==> src/rtl/reg_file_sb_pkg.sv <==
// Shared defaults and address-width derivation for the scoreboarded register file.
package reg_file_sb_pkg;

    localparam int WIDTH_DEF = 32;
    localparam int NREGS_DEF = 16;

    // Smallest w with 2**w >= nregs; NREGS is a power of two so this is exact.
    function automatic int addr_width(input int nregs);
        int w;
        w = 0;
        for (int i = 0; i < 31; i++) begin
            if ((1 << i) < nregs) w = i + 1;
        end
        return w;
    endfunction

endpackage

==> src/rtl/reg_sb_scoreboard.sv <==
// Pending-bit scoreboard: tracks reserved destinations, reports hazards and keeps a live count.
module reg_sb_scoreboard
    import reg_file_sb_pkg::*;
#(
    parameter int NREGS = NREGS_DEF,
    localparam int AW = addr_width(NREGS)
) (
    input  logic          clk,
    input  logic          clear_n,
    input  logic          wr_en,
    input  logic [AW-1:0] wr_addr,
    input  logic [AW-1:0] rs_addr,
    input  logic [AW-1:0] rt_addr,
    input  logic          rsv_en,
    input  logic [AW-1:0] rsv_addr,
    output logic          stall,
    output logic          rsv_ack,
    output logic [AW:0]   pend_cnt
);

    logic [NREGS-1:0] pending;
    logic [NREGS-1:0] pending_nxt;
    logic             live_rs;
    logic             live_rt;
    logic             live_rsv;
    logic             cnt_dec;

    // Reserve handshake: rsv_en is a one-cycle request, rsv_ack answers in the
    // same cycle; an unacknowledged request has no effect and is not retained.
    // A same-cycle write retires a pending bit before it can cause a hazard.
    always_comb begin
        live_rs  = pending[rs_addr]  && !(wr_en && (wr_addr == rs_addr));
        live_rt  = pending[rt_addr]  && !(wr_en && (wr_addr == rt_addr));
        live_rsv = pending[rsv_addr] && !(wr_en && (wr_addr == rsv_addr));
        stall    = live_rs || live_rt || (rsv_en && live_rsv);
        rsv_ack  = clear_n && rsv_en && !live_rsv;
        cnt_dec  = wr_en && pending[wr_addr];
    end

    // Write clears first, then an accepted reservation sets, so a same-address
    // write-plus-reserve leaves the bit pending.
    always_comb begin
        pending_nxt = pending;
        if (wr_en)   pending_nxt[wr_addr]  = 1'b0;
        if (rsv_ack) pending_nxt[rsv_addr] = 1'b1;
    end

    always_ff @(posedge clk or negedge clear_n) begin
        if (!clear_n) begin
            pending  <= '0;
            pend_cnt <= '0;
        end else begin
            pending <= pending_nxt;
            if (rsv_ack && !cnt_dec && (pend_cnt != (AW+1)'(NREGS)))
                pend_cnt <= pend_cnt + (AW+1)'(1);
            else if (cnt_dec && !rsv_ack && (pend_cnt != '0))
                pend_cnt <= pend_cnt - (AW+1)'(1);
        end
    end

endmodule

==> src/rtl/reg_file_sb.sv <==
// Two-read one-write register file with write bypass, base-address zeroing and a pending scoreboard.
module reg_file_sb
    import reg_file_sb_pkg::*;
#(
    parameter int WIDTH = WIDTH_DEF,
    parameter int NREGS = NREGS_DEF,
    localparam int AW = addr_width(NREGS)
) (
    input  logic             clk,
    input  logic             clear_n,
    input  logic             wr_en,
    input  logic [AW-1:0]    wr_addr,
    input  logic [WIDTH-1:0] wr_data,
    input  logic [AW-1:0]    rs_addr,
    input  logic [AW-1:0]    rt_addr,
    input  logic             ba_out,
    input  logic             rsv_en,
    input  logic [AW-1:0]    rsv_addr,
    output logic [WIDTH-1:0] rs_data,
    output logic [WIDTH-1:0] rt_data,
    output logic             stall,
    output logic             rsv_ack,
    output logic [AW:0]      pend_cnt
);

    logic [WIDTH-1:0] regs [NREGS];

    always_ff @(posedge clk or negedge clear_n) begin
        if (!clear_n) begin
            for (int i = 0; i < NREGS; i++) regs[i] <= '0;
        end else if (wr_en) begin
            regs[wr_addr] <= wr_data;
        end
    end

    // Reads are forced to zero while in reset so a live write cannot bypass through.
    always_comb begin
        if (!clear_n || (ba_out && (rs_addr == '0)))
            rs_data = '0;
        else if (wr_en && (wr_addr == rs_addr))
            rs_data = wr_data;
        else
            rs_data = regs[rs_addr];

        if (!clear_n)
            rt_data = '0;
        else if (wr_en && (wr_addr == rt_addr))
            rt_data = wr_data;
        else
            rt_data = regs[rt_addr];
    end

    reg_sb_scoreboard #(
        .NREGS (NREGS)
    ) u_scoreboard (
        .clk      (clk),
        .clear_n  (clear_n),
        .wr_en    (wr_en),
        .wr_addr  (wr_addr),
        .rs_addr  (rs_addr),
        .rt_addr  (rt_addr),
        .rsv_en   (rsv_en),
        .rsv_addr (rsv_addr),
        .stall    (stall),
        .rsv_ack  (rsv_ack),
        .pend_cnt (pend_cnt)
    );

endmodule
==> config.mk <==
export PLATFORM = sky130hd
export DESIGN_NAME = reg_file_sb
export DESIGN_NICKNAME = d
export VERILOG_FILES = /design/src/rtl/reg_file_sb_pkg.sv /design/src/rtl/reg_sb_scoreboard.sv /design/src/rtl/reg_file_sb.sv
export SDC_FILE = /design/constraint.sdc
export NUM_CORES = 1
export LEC_CHECK = 0
export ABC_CLOCK_PERIOD_IN_PS = 5400
export BUFFER_PORTS_ARGS = -buffer_cell sky130_fd_sc_hd__buf_2
export CORE_MARGIN = 1
export CORE_UTILIZATION = 60
export DETAILED_ROUTE_END_ITERATION = 10
export GPL_TIMING_DRIVEN = 0
export PLACE_DENSITY = 0.78
export SYNTH_ARGS = -nofsm -noshare
export SYNTH_HDL_FRONTEND = slang
export SYNTH_SLANG_ARGS = --single-unit
export TNS_END_PERCENT = 1
==> constraint.sdc <==
create_clock -name clk -period 5.4 [get_ports clk]
set_input_delay 1.62 -clock clk [delete_from_list [all_inputs] [get_ports clk]]
set_output_delay 1.62 -clock clk [all_outputs]
set_load 0.1 [all_outputs]
==> flow_summary_export.csv <==
group,metric,value,unit
run_status,status,"complete, but fails checks",
run_status,violations,"setup timing",
logic_synthesis,yosys.area.top_type,"dfrtp_1",
place,post-dp-hpwl,56.3,mm
pwr,pwr_density_cell,409,nW/um^2
logic_synthesis,synthArstFlopShare,100,%
logic_synthesis,synth-edff-count,0,
finish,layout.nets,2148,
timing,fin_crit_sh,101,%
logic_synthesis,synth.net_count,1978,
critical_path,crit_type,"in -> out",
timing,hold_viol,0,
cts,cts_tree,"built",
timing,setup_viol,1,
logic_synthesis,synth_most_common_cell,"dfrtp_1",
grt,overflow,0,
detailed_routing,ant_nets,0,
logic_synthesis,ys_seq_area_share,45.6,%
detailed_routing,firstDrtPassIters,6,
cts,cts.sinks,533,
place,portBuffers,110,
cts,htreeDepth,2,
pwr,vdd_drop_max,0.281,mV
cts,cts_buffers,58,
place,place_area,31400,um^2
logic_synthesis,yosys_warnings,0,
logic_synthesis,synth_flop_cell,"dfrtp_1",
detailed_routing,wire_per_inst,31.9,um
floorplanning,die_area,49700,um^2
finish,stdcell_area,33900,um^2
timing,rsz0062_at_grt,"yes",
hold_path,holdCritPathClass,"reg -> reg",
detailed_routing,first_iter_violations,2164,
finish,drive_gt1_share,57.1,%
grt,grt_pass1_vias,20599,
critical_path,startpoint_type,"input pin",
logic_synthesis,synthCells,1920,
critical_path,critical_path_arrival,3830,ps
logic_synthesis,ys_seq_elements,533,
detailed_routing,routed_wirelength,87.7,mm
grt,grt_max_degree,133,
detailed_routing,drc,0,
grt,grt_use_total,36.5,%
cts,clock_path_buffers,3,
critical_path,ff2ff_path_depth,13,
floorplanning,die_w,223,um
cts,post-cts-setup-buffers,0,
critical_path,end_kind,"output pin",
critical_path,crit_required,3780,ps
detailed_routing,vias_per_cell,7.22,
grt,grt_pass1_wl,132,mm
logic_synthesis,synth_top_area_share,45.6,%
floorplanning,io_pins,124,
cts,clk_pin_slew,60,ps
floorplanning,row_count,80,
detailed_routing,vias,19851,
timing,setup_ws,-45.3,ps
hold_path,holdPathStages,1,
finish,area_growth,15.9,%
floorplanning,start_util,61.1,%
critical_path,crit_fanout,10,
timing,max_freq,184,MHz
logic_synthesis,synth.avg_cell_area,15.3,um^2
timing,fin_skew,6.72,ps
job,maxCapViolCount,0,
logic_synthesis,netlist_top_cells_count,"533 x dfrtp_1, 514 x mux2_2, 336 x mux4_2",
floorplanning,die_h,223,um
pwr,p_leak,0.0140,uW
place,gp_congestion,0.905,
pwr,p_total,13900,uW
timing,slew_violations,0,
cts,clk_latency,620,ps
logic_synthesis,ys_types,48,
cts,root_buffer,"clkbuf_16",
logic_synthesis,synth_area_leaders,"dfrtp_1 46%, mux4_2 26%, mux2_2 20%",
logic_synthesis,syn_area,29300,um^2
floorplanning,coreArea,47900,um^2
timing,max_slew_margin,23.5,%
grt,antenna_found_initial,3,
timing,worstMarginPinSlew,1150,ps
timing,min_period,5450,ps
timing,fin_tns_setup,-45.3,ps
-- cells by family after synthesis --
kind of cell	after synthesis	synth area share [%]
AND/OR/NAND/NOR	205	2.94
AO/OA/AOI/OAI	112	2.45
multiplexers	856	45.8
adder cells (fa/ha/maj)	5	0.239
flip-flops	533	45.6
buffers and inverters	198	2.67
XOR/XNOR	11	0.329
-- metrics by stage --
stage,hold slack (ps),setup slack [ps],cells,utilization [%]
2_1_floorplan,491,-74.1,1920,-
3_3_place_gp,499,-10100,2645,65.3
3_5_place_dp,511,-1320,2649,65.6
4_1_cts,524,-55.9,2748,70.6
5_1_grt,539,-49.3,2749,70.8
6_report,524,-45.3,2750,70.8
-- critical path: stages --
cell	delay [ps]
clkbuf_4	220
clkbuf_4	260
clkbuf_4	340
mux4_2	400
mux4_2	480
nand2_1	170
a21boi_4	80
buf_4	230
-- sequential cells by signal (all words and copies together), names as in the netlist --
signal,count
regs,512
u_scoreboard.pend_cnt,5
u_scoreboard.pending,16
-- path summary, 6_finish.rpt --
path / startpoint / end / slack, ps
max reg2reg: u_scoreboard.pending[15] / u_scoreboard.pend_cnt[4] / 1790
min in group asynchronous: clear_n / u_scoreboard.pend_cnt[2] / 960
max: rt_addr[1] / rt_data[19] / -50
min: regs[46] / regs[46] / 520
min reg2reg: regs[46] / regs[46] / 520
max in group asynchronous: clear_n / regs[85] / 3120
-- metal layers --
metal | wire, um | up-vias | GRT usage, %
li1 | - | 7781 | -
met1 | 33000 | 10542 | 49.3
met2 | 41500 | 1237 | 56.2
met3 | 8780 | 289 | 9.18
met4 | 4430 | 2 | 17.4
met5 | 9 | - | 0
-- cell usage in the layout (no fill, tap or decap), drive strengths merged, types with 4 or more instances in the layout --
master and n:
clkbuf 228, a21boi 32, buf 158, ha 4, nor2b 4, nand2b 6, nand2 148, xor2 7
clkinv 13, nor3 4, or3 5, inv 8, mux2i 6, dfrtp 533, o21ai 21, nand3 8
mux2 514, a21oi 39, xnor2 4, mux4 336, nor2 17
-- what timing repair did --
item / CTS / global route
gates resized for setup: 253 / 46
setup endpoints to repair: 66 / 65
hold buffers: 0 / 0
gates cloned: 1 / 0
-- power breakdown --
group          internal, uW  total (uW)  switching, uW
sequential             4940        5660            725
clock                  2280        3950           1680
combinational          2150        4260           2110
total                  9360       13900           4510
-- final cells by class --
class	count	area (um^2)
inverter	8	30.0
antenna	2	5.00
multi-input combinational	1189	15900
clock buffer	87	1680
fill	3061	14000
timing repair buffer	115	877
tap	615	769
sequential	533	13300
buffer	185	1190
clock inverter	16	170
(Power assumes the default switching activity.)
